<file path="config.mk">
export PLATFORM = sky130hd
export DESIGN_NAME = led_bank_flat
export DESIGN_NICKNAME = d
export VERILOG_FILES = /design/src/rtl/led_bank_pkg.sv /design/src/rtl/led_bank_if.sv /design/src/rtl/led_bank_tick_divider.sv /design/src/rtl/led_bank.sv /design/src/flat_wrapper.sv
export SDC_FILE = /design/constraint.sdc
export NUM_CORES = 1
export LEC_CHECK = 0
export BUFFER_PORTS_ARGS = -buffer_cell sky130_fd_sc_hd__buf_2
export CAP_MARGIN = 40
export CORE_UTILIZATION = 29
export CTS_CLUSTER_SIZE = 10
export DETAILED_ROUTE_END_ITERATION = 10
export GPL_TIMING_DRIVEN = 0
export MAX_ROUTING_LAYER = met4
export PLACE_DENSITY = 0.52
export SYNTH_ARGS = -nofsm -noshare
export SYNTH_HDL_FRONTEND = slang
export SYNTH_HIERARCHICAL = 1
export SYNTH_SLANG_ARGS = --single-unit
</file>
<file path="constraint.sdc">
create_clock -name clock -period 1.6 [get_ports clock]
set_input_delay 0 -clock clock [delete_from_list [all_inputs] [get_ports clock]]
set_output_delay 0 -clock clock [all_outputs]
set_load 0.05 [all_outputs]
</file>
<file path="src/rtl/led_bank_pkg.sv">
`default_nettype none
// +--------------------------------------------------------------------+
// | led_pkg : display mode encodings shared by led_bank and the mode     |
// |           decoder that drives it.                                  |
// | Revision: 1.0                                                      |
// +--------------------------------------------------------------------+
package led_pkg;

  typedef enum logic [1:0] {
    LED_STATIC = 2'b00,
    LED_BLINK  = 2'b01,
    LED_PWM    = 2'b10,
    LED_ROTATE = 2'b11
  } led_mode_t;

endpackage
`default_nettype wire

</file>
<file path="src/rtl/led_bank_if.sv">
`default_nettype none
// +--------------------------------------------------------------------+
// | led_bank_if : load bus from the datapath plus the LED drive.       |
// | Revision: 1.0                                                      |
// +--------------------------------------------------------------------+
interface led_bank_if
  import led_pkg::*;
#(
  parameter int WIDTH    = 4,
  parameter int PWM_BITS = 4
) ();

  logic [WIDTH-1:0]    rx;
  logic                enable;
  led_mode_t           mode;
  logic [PWM_BITS-1:0] duty;
  logic [WIDTH-1:0]    leds;

  modport master (output rx, output enable, output mode, output duty, input leds);
  modport slave  (input rx, input enable, input mode, input duty, output leds);

endinterface
`default_nettype wire

</file>
<file path="src/rtl/led_bank_tick_divider.sv">
`default_nettype none
// +--------------------------------------------------------------------+
// | tick_divider : free-running modulo-DIV prescaler, one-cycle tick   |
// |                while the count sits at DIV-1; clear restarts at 0. |
// | Revision: 1.0                                                      |
// +--------------------------------------------------------------------+
module tick_divider #(
  parameter int DIV = 8
) (
  input  logic clock,
  input  logic reset_n,
  input  logic clear,
  output logic tick
);

  localparam int c_cnt_w = (DIV > 1) ? $clog2(DIV) : 1;
  localparam logic [c_cnt_w-1:0] c_last = c_cnt_w'(DIV - 1);

  logic [c_cnt_w-1:0] r_cnt;

  assign tick = (r_cnt == c_last);

  always_ff @(posedge clock or negedge reset_n) begin
    if (!reset_n) begin
      r_cnt <= '0;
    end else if (clear || tick) begin
      r_cnt <= '0;
    end else begin
      r_cnt <= r_cnt + c_cnt_w'(1);
    end
  end

endmodule
`default_nettype wire

</file>
<file path="src/rtl/led_bank.sv">
`default_nettype none
// +--------------------------------------------------------------------+
// | led_bank : latches an LED pattern on enable and drives it static,  |
// |            blinking, PWM-dimmed or as a rotating marquee.          |
// | Revision: 1.0                                                      |
// +--------------------------------------------------------------------+
module led_bank
  import led_pkg::*;
#(
  parameter int WIDTH     = 4,
  parameter int BLINK_DIV = 8,
  parameter int PWM_BITS  = 4
) (
  input  logic       clock,
  input  logic       reset_n,
  led_bank_if.slave  bus
);

  logic [WIDTH-1:0]    r_pattern;
  led_mode_t           r_mode;
  logic [PWM_BITS-1:0] r_duty;
  logic                r_phase;
  logic [PWM_BITS-1:0] r_pwm_cnt;
  logic [WIDTH-1:0]    r_leds;

  logic                w_tick;
  logic [WIDTH-1:0]    w_rot;
  logic [WIDTH-1:0]    w_leds_next;

  tick_divider #(
    .DIV (BLINK_DIV)
  ) u_tick_divider (
    .clock   (clock),
    .reset_n (reset_n),
    .clear   (bus.enable),
    .tick    (w_tick)
  );

  generate
    if (WIDTH > 1) begin : g_rot_wide
      assign w_rot = {r_pattern[WIDTH-2:0], r_pattern[WIDTH-1]};
    end else begin : g_rot_single
      assign w_rot = r_pattern;
    end
  endgenerate

  // A load wins over any tick landing in the same cycle.
  always_ff @(posedge clock or negedge reset_n) begin
    if (!reset_n) begin
      r_pattern <= '0;
      r_mode    <= LED_STATIC;
      r_duty    <= '0;
      r_phase   <= 1'b0;
      r_pwm_cnt <= '0;
    end else if (bus.enable) begin
      r_pattern <= bus.rx;
      r_mode    <= bus.mode;
      r_duty    <= bus.duty;
      r_phase   <= 1'b1;
      r_pwm_cnt <= '0;
    end else begin
      if (w_tick) begin
        r_phase <= ~r_phase;
        if (r_mode == LED_ROTATE) begin
          r_pattern <= w_rot;
        end
      end
      r_pwm_cnt <= r_pwm_cnt + PWM_BITS'(1);
    end
  end

  always_comb begin
    w_leds_next = r_pattern;
    case (r_mode)
      LED_STATIC: w_leds_next = r_pattern;
      LED_BLINK:  w_leds_next = r_phase ? r_pattern : '0;
      LED_PWM:    w_leds_next = (r_pwm_cnt < r_duty) ? r_pattern : '0;
      LED_ROTATE: w_leds_next = r_pattern;
      default:    w_leds_next = r_pattern;
    endcase
  end

  always_ff @(posedge clock or negedge reset_n) begin
    if (!reset_n) begin
      r_leds <= '0;
    end else begin
      r_leds <= w_leds_next;
    end
  end

  assign bus.leds = r_leds;

endmodule
`default_nettype wire

</file>
<file path="src/flat_wrapper.sv">
// flat-port wrapper written by rule: the top's interface ports become plain ports
module led_bank_flat import led_pkg::*;
#(
  parameter int WIDTH     = 4,
  parameter int BLINK_DIV = 8,
  parameter int PWM_BITS  = 4
)
  (clock, reset_n, bus_rx, bus_enable, bus_mode, bus_duty, bus_leds);
  led_bank_if #(.WIDTH(WIDTH), .PWM_BITS(PWM_BITS)) bus_i ();
  input  logic clock;
  input  logic reset_n;
  input wire logic [$bits(bus_i.rx)-1:0] bus_rx;
  input wire logic [$bits(bus_i.enable)-1:0] bus_enable;
  input wire logic [$bits(bus_i.mode)-1:0] bus_mode;
  input wire logic [$bits(bus_i.duty)-1:0] bus_duty;
  output wire logic [$bits(bus_i.leds)-1:0] bus_leds;
  assign bus_i.rx = bus_rx;
  assign bus_i.enable = bus_enable;
  assign bus_i.mode = bus_mode;
  assign bus_i.duty = bus_duty;
  assign bus_leds = bus_i.leds;
  led_bank #(.WIDTH(WIDTH), .BLINK_DIV(BLINK_DIV), .PWM_BITS(PWM_BITS)) u_core (.clock(clock), .reset_n(reset_n), .bus(bus_i));
endmodule
</file>
==> results of run 1 <==
==> final cells by class <==
type,instances,area share (%)
inverter,5,1.46
buffer,2,0.777
clock buffer,4,2.82
timing repair buffer,28,15.5
tap,44,4.27
sequential,22,42.7
multi-input combinational,55,32.4
==> metal layers <==
layer | track usage, % | routed length [µm] | part of all wire [%]
met1 | 16.2 | 881 | 50
met2 | 19.5 | 814 | 46
met3 | 0.640 | 37 | 2.1
met4 | 6.82 | 34 | 1.9
met5 | - | 0 | 0
==> worst max-delay path by stage <==
stage	endpoint
detailed placement	u_core/r_pattern[2]
global placement	u_core/r_pattern[2]
CTS	u_core/r_pattern[2]
global route	u_core/r_pattern[2]
finish	u_core/r_pattern[2]
floorplan	u_core/r_pattern[0]
==> power groups by stage <==
stage / Combinational (µW) / Sequential [µW] / Clock, µW
floorplan: 95.6 / 687 / 0
global placement: 207 / 639 / 0
detailed placement: 211 / 642 / 0
CTS: 234 / 631 / 313
global route: 259 / 635 / 343
finish: 229 / 630 / 298
==> cell families after synthesis <==
logic type / after synthesis / synth area share (%)
xor+xnor: 3 / 2.64
mux: 6 / 6.15
fa+ha+maj: 9 / 11.3
simple gates: 22 / 11.8
compound gates: 15 / 10.0
buf+inv: 7 / 2.89
flops: 22 / 55.2
==> synthesized netlist by cell type <==
master	instances
nor3_1	1
mux2_2	1
nand2b_1	1
buf_2	2
nand2_1	10
dfrtp_1	22
nand2_2	1
o211ai_2	2
nor2_1	3
nor3b_1	2
nand3_1	1
nor3b_2	2
a21boi_1	4
nor2b_1	1
xor2_1	1
xnor2_1	2
ha_1	9
mux2i_1	5
o21ai_1	2
o21ai_0	7
inv_1	5
==> metrics by stage <==
| step | utilization (%) | cell area (µm²) | hold slack (ns) | setup slack, ns | power (µW) |
|---|---|---|---|---|---|
| floorplan | - | 997 | -0.296 | 0.321 | 783 |
| global placement | 35.9 | 1130 | -0.0136 | 0.200 | 847 |
| detailed placement | 35.9 | 1130 | -0.00629 | 0.185 | 853 |
| CTS | 40.9 | 1290 | 0.204 | 0.166 | 1180 |
| global route | 40.9 | 1290 | 0.209 | 0.0472 | 1240 |
| finish | 40.9 | 1290 | 0.179 | 0.177 | 1160 |
==> flip-flops by register name, indices dropped and copies added, names as in the netlist <==
register                     count
u_core/bus.leds                  4
u_core/r_pattern                 4
u_core/r_mode                    2
u_core/r_phase                   1
u_core/u_tick_divider/r_cnt      3
u_core/r_pwm_cnt                 4
u_core/r_duty                    4
==> repair_timing <==
| item | in CTS | in global routing |
|---|---|---|
| hold buffers | 12 | 0 |
| gates resized for setup | 0 | 0 |
| hold endpoints to repair | 36 | 0 |
==> critical path: cells and delay by family (launching register included) <==
kind            cells  cell delay (ns)
mux                 1             0.21
simple gates        1             0.15
flops               1             0.40
compound gates      1             0.09
fa+ha+maj           2             0.46
==> metrics.cfg, run 1 <==
[route]
dr.pass1.iters=2
avgViaCountPerCell=4.27
postRouteAntennaNets=0
drt_wl_total_mm=1.77
drt_iter0_drc=12
wl_per_cell_um=11.0
route.detailed.drc=0
vias=683

[setup_path]
end_kind=register
critical_path_required_ns=1.79
r2r-start=u_core/u_tick_divider/r_cnt[0]
crit_start=u_core/u_tick_divider/r_cnt[0]
max_stage_delay_ns=0.40
cp_common_cell=ha_1
path_cells=ha_1, ha_1, nand2_2, mux2i_1, o21ai_0
cp.arrival_ns=1.61
cp_max_fo=5
worstSetupPathType=register to register
worstRegToRegCells=5
crit_slowest_cell=dfrtp_1
r2r_end=u_core/r_pattern[2]
reg2reg_setup_slack_ns=0.18
start_kind=register

[timing]
fmax_mhz=703
clock-skew-final_ns=0.00193
period_share_pct=88.9
rsz0062_at_grt=no
worstMarginPinSlew_ns=0.474
slew_headroom_pct=68.4
maxSlewViolCount=0
finalSetupTns_ns=0
hold_viol=0
period_needed_ns=1.42
setup_violations=0

[global_route]
antenna_found_initial=0
grt_max_degree=23
grt_usage_pct=12.4
grt_pass1_vias=693
grt_pass1_wl_mm=3.17
grt-ovfl-total=0

[yosys]
yosysTopAreaCell=dfrtp_1
netlist_area_um2=997
synthCells=84
syn_avg_cell_area_um2=11.9
ys_top_cells_by_area=dfrtp_1 55%, ha_1 11%, mux2i_1 5.0%
ys_types=21
yosysWarnings=6
syn-num-nets=106
synth-seq-cells=22
synth-seq-area-share_pct=55.2
synth_top_area_share_pct=55.2

[cts]
cts-buffers-inserted=3
cts_setup_buffers=0
htreeDepth=1
cts_tree=done
clockBufferDepth=2
cts_sinks=22
cts-root-buf=clkbuf_4
insertion_delay_ns=0.29
cts.clk_slew.worst_paths_ns=0.12

[flow_run]
drv_cap=0

[die]
start_util_pct=31.6
coreArea_um2=3150
boundaryPins=17
die-width_um=60.6
die_height_um=60.6
rows=20
die_area_um2=3680

[placed_design]
gp_congestion=0.729
numPortBuffers=16
hpwl_mm=1.30
dp.cells=144

[pwr]
seqPwrFrac_pct=54.4
ir_worst_vdd_mv=0.291
p_sw_share_pct=27.7
switchingPower_uw=320
combPwrFrac_pct=19.8
clkPwrFrac_pct=25.8
p_leak_uw=0.000647
p_per_area_nw_per_um2=898
p_int_uw=838

[outcome]
status=finished clean

[final_layout]
antennaDiodeCount=0
layout_commonest_cell=dfrtp_1
register_area_um2=551
multiInputGateArea_um2=418
mostFrequentLayoutCells=22 x dfrtp_1, 18 x buf_2, 12 x dlygate4sd3_1
syn2layout_area_growth_pct=29.2
nets=139
num-fill-cells=335
stdcell_count=160
drive_gt1_share_pct=24.1

[min_path]
hold_path.class=input pin to async pin

(Power assumes the default switching activity.)
==> run 2: changes to the inputs <==
CTS_BUF_LIST = sky130_fd_sc_hd__clkbuf_8   (was default)
==> metrics.cfg, run 2 (synthesis results as in run 1) <==
[final_layout]
num-fill-cells=327  ; -2.4%
multiInputGateArea_um2=418  ; unchanged
mostFrequentLayoutCells=22 x dfrtp_1, 18 x buf_2, 11 x dlygate4sd3_1
register_area_um2=551  ; unchanged
syn2layout_area_growth_pct=30.1
antennaDiodeCount=0  ; unchanged
drive_gt1_share_pct=24.3  ; +0.21 points
stdcell_count=159  ; -0.63%
layout_commonest_cell=dfrtp_1
nets=138  ; -0.72%

[die]
die_height_um=60.6  ; unchanged
coreArea_um2=3150  ; unchanged
die-width_um=60.6  ; unchanged
rows=20  ; unchanged
boundaryPins=17  ; unchanged
die_area_um2=3680  ; unchanged
start_util_pct=31.6  ; unchanged

[global_route]
grt-ovfl-total=0  ; unchanged
grt_max_degree=23  ; unchanged
antenna_found_initial=0  ; unchanged
grt_usage_pct=13.1  ; +0.64 points
grt_pass1_wl_mm=3.23  ; +2.0%
grt_pass1_vias=691  ; -0.29%

[placed_design]
dp.cells=144  ; unchanged
hpwl_mm=1.30  ; unchanged
numPortBuffers=16  ; unchanged
gp_congestion=0.729  ; unchanged
dp_worst_setup_slack_ns=0.185  ; unchanged

[timing]
clock-skew-final_ns=0.00276  ; +0.000825 ns
finalSetupTns_ns=0  ; unchanged
worstMarginPinSlew_ns=0.475  ; +0.000584 ns
fin_hold_ws_ns=0.0215  ; -0.157 ns
worst_slack_ns=0.184  ; +0.00713 ns
setup_violations=0  ; unchanged
period_needed_ns=1.42  ; -0.00713 ns
period_share_pct=88.5  ; -0.45 points
rsz0062_at_grt=no
maxSlewViolCount=0  ; unchanged
hold_viol=0  ; unchanged
slew_headroom_pct=68.3  ; about the same
fmax_mhz=706  ; +0.50%

[pwr]
seqPwrFrac_pct=50.4  ; -4.0 points
combPwrFrac_pct=18.2  ; -1.6 points
clkPwrFrac_pct=31.4  ; +5.6 points
p_sw_share_pct=26.8  ; -0.90 points
p_per_area_nw_per_um2=965  ; +7.4%
p_leak_uw=0.000651  ; +0.55%
p_total_uw=1250  ; +8.1%
p_int_uw=917  ; +9.4%
switchingPower_uw=335  ; +4.6%
ir_worst_vdd_mv=0.328  ; +13%

[cts]
cts_tree=done
cts_sinks=22  ; unchanged
cts.clk_slew.worst_paths_ns=0.08  ; -0.04 ns
cts-buffers-inserted=3  ; unchanged
htreeDepth=1  ; unchanged
clockBufferDepth=2  ; unchanged
cts-root-buf=clkbuf_8
insertion_delay_ns=0.26  ; -0.03 ns
cts_setup_buffers=0  ; unchanged

[route]
avgViaCountPerCell=4.26  ; -0.26%
vias=677  ; -0.88%
drt_wl_total_mm=1.81  ; +2.6%
route.detailed.drc=0  ; unchanged
dr.pass1.iters=2  ; unchanged
drt_iter0_drc=17  ; +5
wl_per_cell_um=11.4  ; +3.2%
postRouteAntennaNets=0  ; unchanged

[setup_path]
critical_path_required_ns=1.74  ; -0.05 ns
worstSetupPathType=register to register
worstRegToRegCells=5  ; unchanged
end_kind=register
cp_max_fo=5  ; unchanged
cp.arrival_ns=1.56  ; -0.05 ns
start_kind=register

[flow_run]
drv_cap=0  ; unchanged

[min_path]
hold_path.class=input pin to register
min_path_cells=2

[outcome]
status=finished clean

[run 2: through the flow]
stage	cell area, µm²	util, %
floorplan	997	-
global placement	1130	35.9
detailed placement	1130	35.9
CTS	1300	41.2
global route	1300	41.2
finish	1300	41.2
[run 2: final cells by class]
type,instances,area share [%]
plain buffers,2,0.771
flip-flops and latches,22,42.4
multi-input cells,55,32.2
well taps,44,4.24
inverters,5,1.45
clock buffers,4,4.24
repair buffers,27,14.7
[run 2: path summary, 6_finish.rpt]
check,from,end,slack (ns)
max,u_core/u_tick_divider/r_cnt[0],u_core/r_pattern[2],0.18
min,bus_enable,u_core/r_pwm_cnt[1],0.02
min in group asynchronous,reset_n,u_core/r_pwm_cnt[2],0.23
max reg2reg,u_core/u_tick_divider/r_cnt[0],u_core/r_pattern[2],0.18
min reg2reg,u_core/u_tick_divider/r_cnt[0],u_core/u_tick_divider/r_cnt[0],0.44
max in group asynchronous,reset_n,u_core/u_tick_divider/r_cnt[2],1.05
[run 2: critical path: stages (launching register included)]
cell     delay [ns]
dfrtp_1        0.39
ha_1           0.20
ha_1           0.26
nand2_2        0.15
mux2i_1        0.21
o21ai_0        0.09
[run 2: what timing repair did]
| item | 4_1_cts | 5_1_grt |
|---|---|---|
| endpoints found under the hold margin | 32 | 0 |
| gates resized for setup | 0 | 0 |
| hold buffers | 11 | 0 |
[run 2: routing by layer]
layer,up-vias,share of wire (%),GRT usage [%]
met5,-,0,-
met4,0,3.1,9.74
met3,4,2.0,1.28
met2,12,45,19.6
met1,315,50,16.3
li1,346,-,-
[run 2: power by group through the flow]
stage	sequential [µW]	combinational, µW	clock (µW)
after detailed placement	642	211	0
final	630	228	393
after CTS	630	233	411
after floorplan	687	95.6	0
after global placement	639	207	0
after global routing	635	257	430
==> run 3: changes to the inputs <==
CORE_MARGIN = 2   (was default)
==> metrics.cfg, run 3 (synthesis results as in run 1) <==
[placed_design]
numPortBuffers=16  ; unchanged
hpwl_mm=1.32  ; +1.4%
gp_congestion=0.714  ; -2.0%

[pwr]
ir_worst_vdd_mv=0.439  ; +34%
p_leak_uw=0.000658  ; +1.1%
p_per_area_nw_per_um2=1040  ; +7.9%

[timing]
clock-skew-final_ns=0.00451  ; +0.00176 ns
period_needed_ns=1.41  ; -0.00278 ns
slew_headroom_pct=68.4  ; about the same
fin_hold_ws_ns=0.0187  ; -0.00284 ns
period_share_pct=88.3  ; -0.17 points
finalSetupTns_ns=0  ; unchanged
rsz0062_at_grt=no
setup_violations=0  ; unchanged
maxSlewViolCount=0  ; unchanged
hold_viol=0  ; unchanged
worstMarginPinSlew_ns=0.474  ; -0.000979 ns
fmax_mhz=708  ; +0.20%

[final_layout]
layout_commonest_cell=dfrtp_1
drive_gt1_share_pct=24.3  ; unchanged
antennaDiodeCount=0  ; unchanged
syn2layout_area_growth_pct=32.0
mostFrequentLayoutCells=22 x dfrtp_1, 18 x buf_2, 11 x dlygate4sd3_1
final_core_util_pct=39.8  ; -1.4 points
num-fill-cells=343  ; +4.9%
nets=138  ; unchanged

[global_route]
grt_usage_pct=10.5  ; -2.6 points
grt-ovfl-total=0  ; unchanged
grt_pass1_wl_mm=3.13  ; -3.0%
antenna_found_initial=0  ; unchanged
grt_pass1_vias=687  ; -0.58%
grt_max_degree=23  ; unchanged

[cts]
cts-buffers-inserted=3  ; unchanged
cts_sinks=22  ; unchanged
clockBufferDepth=2  ; unchanged
htreeDepth=1  ; unchanged
cts_resized=0  ; unchanged
cts-root-buf=clkbuf_8
cts.clk_slew.worst_paths_ns=0.08  ; about the same
insertion_delay_ns=0.26  ; about the same
cts_tree=done

[die]
start_util_pct=30.1  ; -1.5 points
die_area_um2=3920  ; +6.7%
die_height_um=62.6  ; +3.3%
rows=21  ; +5.0%
die-width_um=62.6  ; +3.3%
boundaryPins=17  ; unchanged
coreArea_um2=3310  ; +5.0%

[route]
postRouteAntennaNets=0  ; unchanged
wl_per_cell_um=11.0  ; -3.4%
vias=661  ; -2.4%
route.detailed.drc=0  ; unchanged
avgViaCountPerCell=4.11  ; -3.6%
drt_iter0_drc=10  ; -7
drt_wl_total_mm=1.77  ; -2.2%
dr.pass1.iters=3  ; +1

[setup_path]
cp_common_cell=ha_1
path_cells=ha_1, ha_1, nand2_2, mux2i_1, o21ai_0
critical_path_required_ns=1.74  ; about the same
crit_start=u_core/u_tick_divider/r_cnt[0]
worstSetupPathType=register to register
end_kind=register
r2r-start=u_core/u_tick_divider/r_cnt[0]
worstRegToRegCells=5  ; unchanged
reg2reg_setup_slack_ns=0.19  ; about the same
cp_max_fo=5  ; unchanged
max_stage_delay_ns=0.40  ; about the same
cp.arrival_ns=1.55  ; about the same
start_kind=register
crit_slowest_cell=dfrtp_1
r2r_end=u_core/r_pattern[1]

[outcome]
status=finished clean

[min_path]
min_path_cells=2  ; unchanged
min_from=bus_enable
hold_path.class=input pin to register
hold_end=u_core/r_pwm_cnt[1]

[flow_run]
drv_cap=0  ; unchanged

[run 3: cell count changes in the layout (fill, tap and decap cells not counted), sizes merged]
cell	before	now
bufinv	0	1
clkbuf	4	3
[run 3: critical path, delay by kind of cell (launching register included)]
| kind | cells | cell delay [ns] |
|---|---|---|
| simple gates | 1 | 0.15 |
| compound gates | 1 | 0.10 |
| fa+ha+maj | 2 | 0.45 |
| mux | 1 | 0.19 |
| flops | 1 | 0.40 |
[run 3: layout make-up]
class / count / area [µm²] / share of cell area (%)
clock inverter: 1 / 30.0 / 2.28
tap: 46 / 57.6 / 4.37
inverter: 5 / 18.8 / 1.43
buffer: 2 / 10.0 / 0.760
timing repair buffer: 27 / 190 / 14.4
sequential: 22 / 551 / 41.8
multi-input combinational: 55 / 418 / 31.7
clock buffer: 3 / 41.3 / 3.14
[run 3: how the worst max path moves through the flow]
stage                     slack [ns]                  end
final                           0.19  u_core/r_pattern[1]
after CTS                       0.18  u_core/r_pattern[1]
after detailed placement        0.20  u_core/r_pattern[1]
after floorplan                 0.32  u_core/r_pattern[0]
after global routing            0.09  u_core/r_pattern[1]
after global placement          0.22  u_core/r_pattern[2]
[run 3: repair_timing]
action / in CTS / in global routing
endpoints found under the setup margin: 0 / 0
hold endpoints to repair: 32 / 0
hold buffers: 11 / 0
buffers inserted: 0 / 0
[run 3: where the power goes]
group          internal (µW)  switching [µW]
clock network            334             176
logic                   92.9             136
registers                605            26.1
total                   1030             338
[run 3: metal layers]
| layer | global-route usage, % | vias to the layer above | share of wire [%] |
|---|---|---|---|
| li1 | - | 344 | - |
| met1 | 12.8 | 305 | 50 |
| met2 | 16.9 | 10 | 47 |
| met3 | 2.88 | 2 | 2.5 |
| met4 | 3.33 | 0 | 0.79 |
| met5 | - | - | 0 |
[run 3: through the flow]
| step | area, µm² | std cells | power (µW) | setup slack [ns] |
|---|---|---|---|---|
| after floorplan | 997 | 84 | 783 | 0.321 |
| after global placement | 1130 | 146 | 847 | 0.215 |
| after detailed placement | 1130 | 146 | 855 | 0.199 |
| after CTS | 1320 | 161 | 1380 | 0.175 |
| after global routing | 1320 | 161 | 1440 | 0.0885 |
| final | 1320 | 161 | 1370 | 0.187 |
